[src/rtl/div_pkg.sv]
// Shared types and constants for the shift-subtract divider.
// DIV_SIGNED_EN selects the two's-complement build, which adds the FIXUP state.
package div_pkg;

  typedef enum logic [1:0] {
    IDLE  = 2'd0,
    CALC  = 2'd1,
    FIXUP = 2'd2,
    DONE  = 2'd3
  } div_state_t;

  localparam int DIV_WIDTH = 8;

  // One extra bit so the counter can reach WIDTH without wrapping.
  function automatic int cnt_width(input int w);
    return $clog2(w) + 1;
  endfunction

endpackage

[src/rtl/div_control.sv]
// Divider sequencer: state register, iteration counter and datapath strobes.
// DIV_SIGNED_EN inserts FIXUP between the last iteration and DONE.
//
// state | meaning
// IDLE  | waiting for Start; load operands when it is seen
// CALC  | one shift-subtract iteration per clock
// FIXUP | apply result signs (signed build only)
// DONE  | results held until Start is released
module div_control
  import div_pkg::*;
#(
  parameter int WIDTH = DIV_WIDTH
) (
  input  logic clk,
  input  logic rst_n,
  input  logic start,
  output logic load,
  output logic step,
`ifdef DIV_SIGNED_EN
  output logic fixup,
`endif
  output logic finish,
  output logic busy,
  output logic done
);

  localparam int CW = cnt_width(WIDTH);
  localparam logic [CW-1:0] LAST = CW'(WIDTH - 1);

  div_state_t    state;
  logic [CW-1:0] cnt;

  always_ff @(posedge clk or negedge rst_n) begin
    if (!rst_n) begin
      state <= IDLE;
      cnt   <= '0;
      busy  <= 1'b0;
      done  <= 1'b0;
    end else begin
      case (state)
        IDLE: begin
          if (start) begin
            state <= CALC;
            cnt   <= '0;
            busy  <= 1'b1;
          end
        end
        CALC: begin
          cnt <= cnt + 1'b1;
          if (cnt == LAST) begin
`ifdef DIV_SIGNED_EN
            state <= FIXUP;
`else
            state <= DONE;
            busy  <= 1'b0;
            done  <= 1'b1;
`endif
          end
        end
        FIXUP: begin
          state <= DONE;
          busy  <= 1'b0;
          done  <= 1'b1;
        end
        DONE: begin
          if (!start) begin
            state <= IDLE;
            done  <= 1'b0;
          end
        end
        default: begin
          state <= IDLE;
          busy  <= 1'b0;
          done  <= 1'b0;
        end
      endcase
    end
  end

  assign load = (state == IDLE) && start;
  assign step = (state == CALC);
`ifdef DIV_SIGNED_EN
  assign fixup  = (state == FIXUP);
  assign finish = (state == FIXUP);
`else
  assign finish = (state == CALC) && (cnt == LAST);
`endif

endmodule

[src/rtl/shift_sub_divider.sv]
// Sequential restoring divider: one shift-subtract iteration per clock.
// Define DIV_SIGNED_EN for two's-complement operands (one extra FIXUP cycle).
module shift_sub_divider
  import div_pkg::*;
#(
  parameter int WIDTH = DIV_WIDTH
) (
  input  logic             Clk,
  input  logic             Reset,
  input  logic             Start,
  input  logic [WIDTH-1:0] Dividend,
  input  logic [WIDTH-1:0] Divisor,
  output logic [WIDTH-1:0] Quotient,
  output logic [WIDTH-1:0] Remainder,
  output logic             Busy,
  output logic             Done,
  output logic             DivByZero
);

  logic load, step, finish;
  logic [WIDTH-1:0] q_w, r_w, d_w;
  logic             dz_w;
  logic [WIDTH:0]   r_sh;
  logic [WIDTH+1:0] trial;
  logic [WIDTH-1:0] q_next, r_next;

  div_control #(.WIDTH(WIDTH)) u_ctrl (
    .clk    (Clk),
    .rst_n  (Reset),
    .start  (Start),
    .load   (load),
    .step   (step),
`ifdef DIV_SIGNED_EN
    .fixup  (),
`endif
    .finish (finish),
    .busy   (Busy),
    .done   (Done)
  );

  // Shifted remainder keeps its carry-out bit so divisors above 2^(WIDTH-1)
  // still divide correctly; the borrow lands in the extra top bit.
  assign r_sh   = {r_w, q_w[WIDTH-1]};
  assign trial  = {1'b0, r_sh} - {2'b00, d_w};
  assign q_next = {q_w[WIDTH-2:0], ~trial[WIDTH+1]};
  assign r_next = trial[WIDTH+1] ? r_sh[WIDTH-1:0] : trial[WIDTH-1:0];

`ifdef DIV_SIGNED_EN
  logic sign_a, sign_b;

  always_ff @(posedge Clk or negedge Reset) begin
    if (!Reset) begin
      q_w <= '0; r_w <= '0; d_w <= '0; dz_w <= 1'b0;
      sign_a <= 1'b0; sign_b <= 1'b0;
      Quotient <= '0; Remainder <= '0; DivByZero <= 1'b0;
    end else begin
      if (load) begin
        q_w    <= Dividend[WIDTH-1] ? -Dividend : Dividend;
        d_w    <= Divisor[WIDTH-1]  ? -Divisor  : Divisor;
        r_w    <= '0;
        dz_w   <= (Divisor == '0);
        sign_a <= Dividend[WIDTH-1];
        sign_b <= Divisor[WIDTH-1];
      end
      if (step) begin
        q_w <= q_next;
        r_w <= r_next;
      end
      if (finish) begin
        Quotient  <= dz_w ? '1 : ((sign_a ^ sign_b) ? -q_w : q_w);
        Remainder <= sign_a ? -r_w : r_w;
        DivByZero <= dz_w;
      end
    end
  end
`else
  always_ff @(posedge Clk or negedge Reset) begin
    if (!Reset) begin
      q_w <= '0; r_w <= '0; d_w <= '0; dz_w <= 1'b0;
      Quotient <= '0; Remainder <= '0; DivByZero <= 1'b0;
    end else begin
      if (load) begin
        q_w  <= Dividend;
        d_w  <= Divisor;
        r_w  <= '0;
        dz_w <= (Divisor == '0);
      end
      if (step) begin
        q_w <= q_next;
        r_w <= r_next;
      end
      // The final iteration and the result load happen on the same edge.
      if (finish) begin
        Quotient  <= q_next;
        Remainder <= r_next;
        DivByZero <= dz_w;
      end
    end
  end
`endif

endmodule
[config.mk]
export PLATFORM = sky130hd
export DESIGN_NAME = shift_sub_divider
export DESIGN_NICKNAME = d
export VERILOG_FILES = /design/src/rtl/div_pkg.sv /design/src/rtl/div_control.sv /design/src/rtl/shift_sub_divider.sv
export SDC_FILE = /design/constraint.sdc
export NUM_CORES = 1
export LEC_CHECK = 0
export ABC_AREA = 1
export CAP_MARGIN = 0
export CORE_AREA = 2 2 81 68
export DETAILED_ROUTE_END_ITERATION = 16
export DIE_AREA = 0 0 83 70
export HOLD_SLACK_MARGIN = 0.12
export PLACE_DENSITY = 0.86
export SLEW_MARGIN = 10
export SYNTH_ARGS = -nofsm -noshare
export SYNTH_HDL_FRONTEND = slang
export SYNTH_SLANG_ARGS = --single-unit
export TNS_END_PERCENT = 20
[constraint.sdc]
create_clock -name Clk -period 4.03 [get_ports Clk]
set_input_delay 0.806 -clock Clk [delete_from_list [all_inputs] [get_ports Clk]]
set_output_delay 0.806 -clock Clk [all_outputs]
set_load 0.1 [all_outputs]
==> impl_metrics.yaml, run 1 <==
layout:
  n_antenna_cell: 0
  final_layout_size_suffix_gt1_frac: 0.06723
  layout.cell_area.non_filler_um2: 3176
  fin_nets: 390
  final_core_utilization: 0.6184
  multi_input_gate_area_um2: 1181
  area_used_by_sequential_logic_in_the_layout_um2: 1251
  fillerInstances: 433
  area.growth.synth_to_final_pct: 19.94
placed_design:
  dp.final_hpwl_um: 4174
  gp_congestion: 0.8530
  place_ws_ps: 1558
  placement.cell_area_um2: 3063
  place.port_buffers: 37
timing:
  finalClockSkew_ps: 9.170
  finalSetupViolations: 0
  unrepaired_setup_endpoints_after_global_routing: "false"
  fin_worst_hold_slack_ps: 485.2
  setup_total_negative_slack_ps: 0
  worst_slew_slack_as_a_fraction_of_its_limit: 0.2777
  finalWorstPathRequiredPeriod_ps: 2630
  report.final.hold_viol_count: 0
  worst-slew-pin-transition_ps: 1083
  setup_slack_ps: 1400
  timing.final.crit_share: 0.6527
  timing_max_transition_violations_final: 0
  timing.fmax_mhz: 380.2
critical_path:
  critPathLaunchType: "flop"
  cp-endpoint: "Quotient[2]"
  reg2regPathDepth: 7
  worst_setup_path_startpoint: "Quotient[2]"
  worst_r2r_endpoint: "u_ctrl.cnt[3]"
  cpMaxStageDelayCell: "clkdlybuf4s50_1"
  cp-end-kind: "primary output"
  crit_path_class: "reg -> out"
  critical_path_required_ps: 3220
  cp_data_arrival_time_ps: 1820
  crit_family: "buffers and inverters"
  critical_path_cell_sequence: "clkdlybuf4s50_1"
  timing.reg2reg.setup_slack_ps: 1810
  cp_slowest_stage_delay_ps: 1140
  cp_max_fo: 2
  worst_r2r_startpoint: "u_ctrl.state[1]"
  worst-path-stages: 1
  worstPathBufferInverterCount: 1
global_routing:
  globalRoute.totalOverflow: 0
  grt_pass1_wl_um: 9197
  grt_max_degree: 51
  grtUsageTotal: 0.1982
  antenna_violations_before_repair: 0
  first_global_vias: 1992
synth:
  post_synth_inst_count: 319
  library_cell_with_the_largest_summed_area_after_synthesis: "dfrtp_1"
  post_synth.cell_area_avg_um2: 8.299
  post_synth_main_area_contributors: "dfrtp_1 47%, nand2_1 14%, inv_1 6.7%"
  synth_top_area_share: 0.4726
  synth_flop_cell: "dfrtp_1"
  yosysUniqueCellTypes: 32
  synth_nets: 352
  synth-seq-area-share: 0.4726
  synth_edf_count: 0
  cell_area_synth_um2: 2648
  ys_seq_elements: 50
  synth_warnings: 0
  synth_async_sr_flop_share: 1.000
cts:
  clockRootBuffer: "clkbuf_8"
  clk-insertion-delay-late_ps: 310
  number_of_clock_buffers_inserted_by_tritoncts: 5
  clock-sinks: 50
  post-cts-setup-buffer-count: 0
  post_cts_hold_buffer_count: 0
  clk_pin_slew_worst_paths_ps: 90
  cts_buffer_depth: 2
  clock_tree.htree_level_count: 2
  cts_tree: "yes"
  cts_resized: 0
routing:
  count_of_nets_left_with_antenna_violations_after_detail_routing: 0
  wirelength_met1_um: 2681
  topRoutingLayerUsed: "met4"
  via_per_inst: 5.303
  drt-initial-drc-count: 115
  drt-wirelength-per-cell_um: 13.45
  drc: 0
  route.vias.total: 2238
  detail_route.first_pass.iterations: 5
  met3_length_um: 277
  dr_wl_met2_um: 2633
  routed_wl_um: 5678
run:
  cap_violations: 0
pwr:
  power.ir.vdd_worst_mv: 0.4939
  power_leakage_nw: 1.601
  pwr_density_cell_nw_per_um2: 823.5
die:
  top_level_ports: 38
  initial_util: 0.5156
  core_region_area_um2: 5135
  die_area_um2: 5810
  die_height_um: 70
  floorplan.rows: 24
  chipWidth_um: 83
run_status:
  run_status: "finished clean"
hold_path:
  timing.hold.worst.start: "Remainder[5]"
  min-delay-path-class: "reg -> reg"
[through the flow]
step,cells,power [mW]
2_1_floorplan,319,1.932
6_report,422,2.615
4_1_cts,422,2.615
3_5_place_dp,415,2.243
3_3_place_gp,415,2.193
5_1_grt,422,2.809
[worst min-delay path by stage]
stage | endpoint | slack (ps) | depth (start not counted)
2_1_floorplan | d_w[1] | 450 | 2
3_3_place_gp | Remainder[5] | 470 | 2
3_5_place_dp | Remainder[5] | 470 | 2
4_1_cts | Remainder[5] | 490 | 2
5_1_grt | Remainder[5] | 520 | 2
6_report | Remainder[5] | 490 | 2
[cell usage after synthesis (3+ instances only)]
| cell | count |
|---|---|
| nand2_1 | 98 |
| dfrtp_1 | 50 |
| inv_1 | 47 |
| o21ai_0 | 22 |
| nand3_1 | 18 |
| ha_1 | 13 |
| nand4_1 | 11 |
| nor2_1 | 11 |
| a21oi_1 | 8 |
| a221oi_1 | 5 |
| clkbuf_1 | 3 |
| nand2_2 | 3 |
| nand3_2 | 3 |
| xnor2_1 | 3 |
[per-layer routing]
layer	GRT usage	vias to the layer above
met4	0.07286	0
met3	0.03783	8
li1	-	1110
met1	0.2708	1058
met5	0	-
met2	0.3172	62
[layout by cell type (no fill, tap or decap), drive strengths merged]
| cell type | Yosys | final |
|---|---|---|
| nor2 | 14 | 14 |
| o22ai | 1 | 1 |
| xor2 | 1 | 1 |
| dfrtp | 50 | 50 |
| nor4 | 2 | 2 |
| a21oi | 9 | 9 |
| clkdlybuf4s50 | 0 | 36 |
| a221oi | 5 | 5 |
| nand3 | 23 | 23 |
| xnor2 | 3 | 3 |
| nor3 | 1 | 1 |
| or2 | 2 | 2 |
| o221ai | 1 | 1 |
| ha | 13 | 13 |
| nand4 | 11 | 11 |
| nand3b | 1 | 1 |
| o21ai | 24 | 24 |
| bufinv | 0 | 1 |
| clkbuf | 3 | 6 |
| buf | 3 | 1 |
| o211ai | 1 | 1 |
| inv | 49 | 49 |
| nand2 | 101 | 101 |
| fa | 1 | 1 |
[registers in the layout, summed over array words and instances, names as in the netlist]
signal and cells:
Quotient 8, Remainder 8, d_w 8, q_w 8
r_w 8, u_ctrl.cnt 4, u_ctrl.state 2, DivByZero 1
dz_w 1, u_ctrl.busy 1, u_ctrl.done 1
[cells by family (layout without fill, tap and decap cells)]
kind of cell | count (synthesis) | after routing | synth area share
buffers and inverters | 55 | 93 | 0.08128
AND/OR/NAND/NOR | 155 | 155 | 0.2722
adder cells (fa/ha/maj) | 14 | 14 | 0.06900
XOR/XNOR | 4 | 4 | 0.01323
flip-flops | 50 | 50 | 0.4726
AO/OA/AOI/OAI | 41 | 41 | 0.09169
[cell type report]
| cell class | count | share of cell area |
|---|---|---|
| Timing Repair Buffer | 37 | 0.1151 |
| Tap cell | 65 | 0.02561 |
| Sequential cell | 50 | 0.3940 |
| Multi-Input combinational cell | 214 | 0.3719 |
| Clock buffer | 6 | 0.02600 |
| Clock inverter | 1 | 0.009456 |
| Inverter | 49 | 0.05792 |
[power breakdown]
group | leakage (nW) | total (mW) | internal (mW) | switching, mW
Sequential | 0.640 | 0.755 | 0.664 | 0.0915
Clock | 0.0573 | 0.365 | 0.199 | 0.166
Combinational | 0.905 | 1.50 | 0.487 | 1.01
Total | 1.60 | 2.62 | 1.35 | 1.27
Note: power is estimated with default switching activity, not from simulation.
==> run 2: changes to the inputs <==
--- a/config.mk
+++ b/config.mk
@@ -7,11 +7,11 @@
 export LEC_CHECK = 0
 export ABC_AREA = 1
 export CAP_MARGIN = 0
-export CORE_AREA = 2 2 81 68
+export CORE_AREA = 2 2 82 68
 export DETAILED_ROUTE_END_ITERATION = 16
-export DIE_AREA = 0 0 83 70
+export DIE_AREA = 0 0 84 70
 export HOLD_SLACK_MARGIN = 0.12
-export PLACE_DENSITY = 0.86
+export PLACE_DENSITY = 0.85
 export SLEW_MARGIN = 10
 export SYNTH_ARGS = -nofsm -noshare
 export SYNTH_HDL_FRONTEND = slang
==> constraint.sdc (replaced) <==
create_clock -name Clk -period 2.5 [get_ports Clk]
set_input_delay 0.5 -clock Clk [delete_from_list [all_inputs] [get_ports Clk]]
set_output_delay 0.5 -clock Clk [all_outputs]
set_load 0.1 [all_outputs]
==> run 2 against run 1 <==
Compared with the run above: non-clock buffer count is 3 higher; register-to-register slack worse by 1300 ps; clock skew is 2.4 ps lower; combinational power is 61% higher; count of clock-buffer cells in the layout stayed put; sequential cell count stayed put; hold slack worse by 210 ps; worst setup slack worse by 860 ps; clock power is 92% higher; critical path type is now reg -> reg; critical endpoint is now q_w[5]; highest routed layer unchanged.
==> impl_metrics.yaml, run 2 (synthesized netlist as in run 1, its figures left out) <==
run_status:
  run_status: "finished clean"
critical_path:
  cp-end-kind: "flop"
  critical_path_required_ps: 2700
  cp_max_fo: 14
  cp_data_arrival_time_ps: 2160
  critPathLaunchType: "flop"
  timing.reg2reg.setup_slack_ps: 540
  crit_path_class: "reg -> reg"
pwr:
  seq_power_share: 0.281
  switching_share: 0.4736
  p_int_mw: 2.276
  p_clk_frac: 0.162
  combinationalPowerShare: 0.557
  power_leakage_nw: 1.668
  pwr_density_cell_nw_per_um2: 1360
  switchingPower_mw: 2.048
  power.ir.vdd_worst_mv: 0.7251
  fin_total_pwr_mw: 4.325
global_routing:
  grt_pass1_wl_um: 9232
  grtUsageTotal: 0.1968
  grt_max_degree: 51
  antenna_violations_before_repair: 0
  globalRoute.totalOverflow: 0
  first_global_vias: 2030
die:
  floorplan.rows: 24
  die_area_um2: 5880
  initial_util: 0.5096
  core_region_area_um2: 5195
  top_level_ports: 38
  chipWidth_um: 84
  die_height_um: 70
placed_design:
  place_ws_ps: 304.2
  place.port_buffers: 37
  gp_congestion: 0.8649
  dp.final_hpwl_um: 4164
timing:
  setup_slack_ps: 543.7
  worst_slew_slack_as_a_fraction_of_its_limit: 0.5913
  timing.fmax_mhz: 511.2
  finalSetupViolations: 0
  fin_worst_hold_slack_ps: 274.0
  worst-slew-pin-transition_ps: 613.0
  finalWorstPathRequiredPeriod_ps: 1956
  timing.final.crit_share: 0.7825
  setup_total_negative_slack_ps: 0
  timing_max_transition_violations_final: 0
  report.final.hold_viol_count: 0
  unrepaired_setup_endpoints_after_global_routing: "false"
  finalClockSkew_ps: 6.733
routing:
  route.vias.total: 2196
  drt-initial-drc-count: 151
  routed_wl_um: 5554
  count_of_nets_left_with_antenna_violations_after_detail_routing: 0
  detail_route.first_pass.iterations: 4
  via_per_inst: 5.155
  drt-wirelength-per-cell_um: 13.04
  drc: 0
layout:
  area.growth.synth_to_final_pct: 20.13
  n_antenna_cell: 0
  most_common_cell_after_layout_fill_and_taps_aside: "nand2_1"
  fin_nets: 393
  commonest_cells_after_routing_fill_and_taps_aside: "98 x nand2_1, 50 x dfrtp_1, 47 x inv_1"
  final_layout_size_suffix_gt1_frac: 0.1302
cts:
  clockRootBuffer: "clkbuf_8"
  cts_resized: 0
  clock-sinks: 50
  number_of_clock_buffers_inserted_by_tritoncts: 5
  cts_tree: "yes"
  post-cts-setup-buffer-count: 0
  cts_buffer_depth: 2
  clk_pin_slew_worst_paths_ps: 90
  clk-insertion-delay-late_ps: 310
  clock_tree.htree_level_count: 2
  post_cts_hold_buffer_count: 0
run:
  cap_violations: 0
hold_path:
  min-delay-path-class: "in -> async"
-- run 2: area by class of cell --
class	instances	area, um^2
tap	65	81.33
inverter	49	183.9
multi-input combinational	214	1181
clock buffer	6	82.58
sequential	50	1251
timing repair buffer	40	340.3
fill	447	2014
clock inverter	2	60.06
-- run 2: metrics by stage --
step	utilization	cells	cell area, um^2
global placement	0.5848	418	3038
CTS	0.6122	426	3181
detailed placement	0.5848	418	3038
finish	0.6122	426	3181
floorplan	-	319	2648
global route	0.6122	426	3181
-- run 2: power by group through the flow --
stage	Combinational [mW]	Clock [mW]	Sequential, mW
2_1_floorplan	1.58	0	1.53
3_3_place_gp	2.31	0	1.22
3_5_place_dp	2.38	0	1.23
4_1_cts	2.40	0.712	1.22
5_1_grt	2.67	0.738	1.25
6_report	2.41	0.700	1.22
-- run 2: critical path, cell delays in order (launching register included) --
cell      delay, ps
dfrtp_1         410
inv_1           120
ha_1            210
nand2_1         280
nand2_1         290
inv_1           220
a221oi_1        330
-- run 2: path summary, 6_finish.rpt --
| path | start | to | cells past startpoint |
|---|---|---|---|
| worst max-delay path | u_ctrl.state[1] | q_w[5] | 6 |
| worst min-delay path | Reset | Remainder[7] | 2 |
| max in group asynchronous | Reset | Remainder[2] | 2 |
| min in group Clk | Remainder[2] | Remainder[2] | 2 |
| worst min register to register | Remainder[2] | Remainder[2] | 2 |
| worst max register to register | u_ctrl.state[1] | q_w[5] | 6 |
-- run 2: metal layers --
layer,wire [um],up-vias,GRT usage
met1,2547,1004,0.2827
met5,0,-,0
met4,78,0,0.06452
met2,2528,68,0.3022
li1,-,1113,-
met3,399,11,0.03901
==> run 3: changes to the inputs <==
--- a/config.mk
+++ b/config.mk
@@ -7,11 +7,11 @@
 export LEC_CHECK = 0
 export ABC_AREA = 1
 export CAP_MARGIN = 0
-export CORE_AREA = 2 2 82 68
+export CORE_AREA = 2 2 86 71
 export DETAILED_ROUTE_END_ITERATION = 16
-export DIE_AREA = 0 0 84 70
+export DIE_AREA = 0 0 88 73
 export HOLD_SLACK_MARGIN = 0.12
-export PLACE_DENSITY = 0.85
+export PLACE_DENSITY = 0.82
 export SLEW_MARGIN = 10
 export SYNTH_ARGS = -nofsm -noshare
 export SYNTH_HDL_FRONTEND = slang
==> constraint.sdc (replaced) <==
create_clock -name Clk -period 1.7 [get_ports Clk]
set_input_delay 0.34 -clock Clk [delete_from_list [all_inputs] [get_ports Clk]]
set_output_delay 0.34 -clock Clk [all_outputs]
set_load 0.1 [all_outputs]
==> run 3 against run 2 <==
Compared with the run above: the run now ends with negative setup slack left; sequential power up 54%; critical path type unchanged; non-clock buffer count rose by 23; worst setup slack worse by 600 ps; sequential cell count stayed put; utilization up 5.6 points; via count rose by 11%; hold slack better by 230 ps; sequential share of layout area down 6.2 points; cell area up 19%; count of clock-buffer cells in the layout unchanged; clock skew increased by 1.4 ps; critical path depth is 2 higher; largest cell class is now multi-input combinational cells.
==> impl_metrics.yaml, run 3 (synthesized netlist as in run 1, its figures left out) <==
cts:
  clk-insertion-delay-late_ps: 300
  clock_tree.htree_level_count: 2
  clk_pin_slew_worst_paths_ps: 90
  number_of_clock_buffers_inserted_by_tritoncts: 5
  clockRootBuffer: "clkbuf_8"
  clock-sinks: 50
  cts_tree: "yes"
  cts_buffer_depth: 2
timing:
  finalWorstPathRequiredPeriod_ps: 1751
  setup_total_negative_slack_ps: -112.0
  report.final.hold_viol_count: 0
  timing_max_transition_violations_final: 0
  timing.final.crit_share: 1.030
  timing.fmax_mhz: 571.0
  fin_worst_hold_slack_ps: 499.2
  finalClockSkew_ps: 8.119
  worst-slew-pin-transition_ps: 398.0
  setup_slack_ps: -51.38
  unrepaired_setup_endpoints_after_global_routing: "true"
  finalSetupViolations: 4
  worst_slew_slack_as_a_fraction_of_its_limit: 0.7342
global_routing:
  antenna_violations_before_repair: 0
  grtUsageTotal: 0.2248
  globalRoute.totalOverflow: 0
  grt_pass1_wl_um: 11170
  grt_max_degree: 51
  first_global_vias: 2503
critical_path:
  cp-end-kind: "flop"
  timing.reg2reg.setup_slack_ps: -50
  cp_data_arrival_time_ps: 1970
  worst_setup_path_startpoint: "r_w[4]"
  crit_path_class: "reg -> reg"
  cp-endpoint: "r_w[1]"
  worst_r2r_startpoint: "r_w[4]"
  cp_max_fo: 8
  critPathLaunchType: "flop"
  critical_path_required_ps: 1920
  reg2regPathDepth: 8
  worst_r2r_endpoint: "r_w[1]"
run_status:
  violated_checks: "negative setup slack"
  run_status: "finished, violations left"
die:
  top_level_ports: 38
  die_height_um: 73
  core_region_area_um2: 5662
  initial_util: 0.4676
  chipWidth_um: 88
  die_area_um2: 6424
  floorplan.rows: 25
routing:
  drt-wirelength-per-cell_um: 14.63
  routed_wl_um: 6804
  detail_route.first_pass.iterations: 5
  drc: 0
  route.vias.total: 2436
  via_per_inst: 5.239
  count_of_nets_left_with_antenna_violations_after_detail_routing: 0
  drt-initial-drc-count: 192
layout:
  fin_nets: 417
  area.growth.synth_to_final_pct: 42.96
  fillerInstances: 416
  final_core_utilization: 0.6685
  n_antenna_cell: 0
  final_layout_size_suffix_gt1_frac: 0.2604
  commonest_cells_after_routing_fill_and_taps_aside: "88 x nand2_1, 49 x dfrtp_1, 38 x inv_1"
  most_common_cell_after_layout_fill_and_taps_aside: "nand2_1"
placed_design:
  dp.final_hpwl_um: 4548
  gp_congestion: 0.9056
  place.port_buffers: 37
  place_ws_ps: -56.67
run:
  cap_violations: 0
hold_path:
  min-delay-path-class: "reg -> reg"
  timing.hold.worst.start: "d_w[1]"
pwr:
  pwr_density_cell_nw_per_um2: 2011
  power_leakage_nw: 1.847
  power.ir.vdd_worst_mv: 1.106
-- run 3: changes by cell type in the layout (fill, tap and decap cells not counted), sizes merged --
| cell | delta |
|---|---|
| buf | +22 |
| bufinv | -1 |
| dlygate4sd3 | +1 |
| nand3 | +1 |
-- run 3: layer usage --
metal / global-route usage / share of wire / routed length, um
met3: 0.04525 / 0.055 / 375
met1: 0.2909 / 0.41 / 2799
met5: 0 / 0 / 0
met4: 0.09744 / 0.028 / 190
met2: 0.3678 / 0.51 / 3439
-- run 3: worst min path at each step --
stage                     to  slack (ps)  cells after the start
2_1_floorplan      DivByZero          40                      0
3_3_place_gp    Remainder[5]         350                      2
3_5_place_dp     Quotient[0]         340                      2
4_1_cts               d_w[1]         500                      2
5_1_grt        u_ctrl.cnt[1]         550                      2
6_report              d_w[1]         500                      2
-- run 3: worst max-delay path: stages (launching register included) --
cell,delay (ps)
dfrtp_2,450
ha_4,300
nand2_4,60
nor2_4,170
nand3_4,190
buf_6,170
nand4_1,110
nand3_1,110
o21ai_1,120
-- run 3: power breakdown --
group	leakage, nW	internal, mW	switching, mW	total [mW]
Combinational	1.15	1.98	2.89	4.87
Sequential	0.638	1.58	0.306	1.88
Clock	0.0573	0.471	0.382	0.853
Total	1.85	4.03	3.58	7.61
-- run 3: cell type report --
class | instances | area, um^2 | area share
flip-flops and latches | 50 | 1252 | 0.3309
repair buffers | 63 | 784.5 | 0.2073
clock buffers | 6 | 82.58 | 0.02182
clock inverters | 1 | 30.03 | 0.007934
inverters | 49 | 183.9 | 0.04859
multi-input cells | 215 | 1350 | 0.3567
well taps | 81 | 101.3 | 0.02678
-- run 3: what timing repair did --
action                                  4_1_cts  5_1_grt
gates cloned                                  1        0
setup buffers                                 2        5
endpoints found under the setup margin       16       25
gates resized for setup                       8       36
hold endpoints to repair                     50        0
hold buffers                                  1        0
pin swaps                                     7       23
-- run 3: metrics by stage --
stage	area [um^2]	instances	power [mW]
after global placement	3421	449	5.660
after global routing	3785	465	8.129
after CTS	3618	460	6.928
after floorplan	2648	319	4.579
final	3785	465	7.610
after detailed placement	3421	449	5.829
==> variant, RTL diff (config.mk and constraints of run 3) <==
The option `DIV_SIGNED_EN` is turned on by a define.
--- a/src/rtl/div_control.sv
+++ b/src/rtl/div_control.sv
@@ -8,2 +8,4 @@
 // DONE  | results held until Start is released
+`define DIV_SIGNED_EN
+
 module div_control
Formal check against the unedited RTL: not equivalent (a bounded check fails within 10 cycles, from zero or initial values and one cycle with Reset low).
==> variant against run 3 <==
Design area grew 17%; final cell count is 24% higher; worst setup slack improved by 0.085 ns; sequential cell count increased by 2; clock skew rose by 0.0021 ns; via count up 32%; synthesized area is 24% higher; routed wire length rose by 29%; critical endpoint is now r_w[4]; highest routed layer unchanged.
Power is left out: the tool's default activity adds up to more than one toggle a clock period on the data nets, which glitch-free logic cannot reach.
==> variant: results (changes against run 3) <==
- Outcome: complete, no violations
- RD Place Congestion: 0.953 (+5.3%)
- Total number of vias: 3,222 (+32%)
- Number of cells on the worst reg-to-reg path: 10 (+2)
- Layout cells sized above 1: 0.236 (-0.0245)
- First-pass GRT wire length: 13.9 mm (+24%)
- WL final: 8.78 mm (+29%)
- Area share of the largest cell type after synthesis: 0.395 (-0.0773)
- Initial DRT Pass Iterations: 6 (+1)
- DP Cell Count: 563 (+25%)
- Worst-Skew Late Latency: 0.32 ns (+0.02 ns)
- Cell Count, Final, Fillers Out: 577 (+24%)
- Initial antenna violation count: 0 (unchanged)
- Syn_nets: 458 (+30%)
- Synth cell count leaders: nand2_1, inv_1, dfrtp_1
- Critical path peak fanout: 3 (-5)
- Fill cells: 336 (-19%)
- Synth cell types: 38 (+19%)
- Vias in the first global route: 3,071 (+23%)
- Flop-to-flop setup slack: 0.03 ns (+0.08 ns)
- Area contributors post-synth: dfrtp_1, nand2_1, inv_1
- CP Capture Point: r_w[4]
- Final clock skew: 0.0102 ns (+0.00212 ns)
- Syn Area/Cell: 7.82 um2 (-5.8%)
- Slowest stage delay, CP: 0.41 ns (-0.04 ns)
- Slowest cell on the critical path: dfrtp_1
- Detailed placer's ending HPWL: 6.24 mm (+37%)
- Hold Crit Class: in -> async
- Largest net degree at the start of global routing: 36 (-29%)
- First-iteration detailed-routing DRC count: 389 (+100%)
- Max_slew headroom: 0.703 (-0.0317)
- Number of nets in the layout: 532 (+28%)
- Reg-to-Reg Start: q_w[7]
- Ys Warns: 0 (unchanged)
-- variant: kinds of logic (layout without fill, tap and decap cells) --
logic type | count (synthesis) | after routing | share of synthesized area
compound gates | 71 | 71 | 0.130
simple gates | 191 | 192 | 0.268
flops | 52 | 52 | 0.395
fa+ha+maj | 18 | 18 | 0.0707
xor+xnor | 16 | 16 | 0.0426
buf+inv | 73 | 147 | 0.0927
-- variant: metrics by stage --
stage	hold slack (ns)	area (um2)	setup TNS [ns]	setup slack, ns
2_1_floorplan	0.0444	3290	0	0.00877
3_3_place_gp	0.301	4150	-0.00607	-0.00607
3_5_place_dp	0.302	4150	-0.287	-0.0851
6_report	0.482	4440	0	0.0336
4_1_cts	0.496	4360	0	0.00573
5_1_grt	0.530	4440	-0.101	-0.0391
-- variant: cell type report --
class / instances / share of cell area
clock inverter: 3 / 0.00535
inverter: 63 / 0.0532
sequential: 52 / 0.293
clock buffer: 5 / 0.0155
tap: 81 / 0.0228
timing repair buffer: 76 / 0.195
multi-input combinational: 297 / 0.415
-- variant: metal layers --
layer  wire [um]  global-route usage
met3         589              0.0486
met1        3720               0.367
met2        4210               0.465
met5           0                   0
met4         265               0.109
-- variant: how the worst min path moves through the flow --
stage	end	slack [ns]	cells past startpoint
after floorplan	DivByZero	0.04	0
after global placement	r_w[7]	0.30	1
after detailed placement	Remainder[4]	0.30	1
after CTS	d_w[6]	0.50	2
after global routing	Remainder[2]	0.53	2
final	Remainder[4]	0.48	2
-- variant: worst max-delay path, delay by kind of cell, from the launching register on --
| family | cells | cell delay, ns |
|---|---|---|
| flip-flops | 1 | 0.41 |
| XOR/XNOR | 1 | 0.19 |
| AND/OR/NAND/NOR | 4 | 0.30 |
| AO/OA/AOI/OAI | 1 | 0.06 |
| adder cells (fa/ha/maj) | 2 | 0.49 |
| buffers and inverters | 2 | 0.13 |
-- variant: timing repair --
action,in CTS,in global routing
setup buffers,1,3
gates cloned,1,0
endpoints found under the hold margin,17,0
hold buffers,1,0
gates resized for setup,14,16
setup endpoints to repair,9,14
pin swaps,7,14
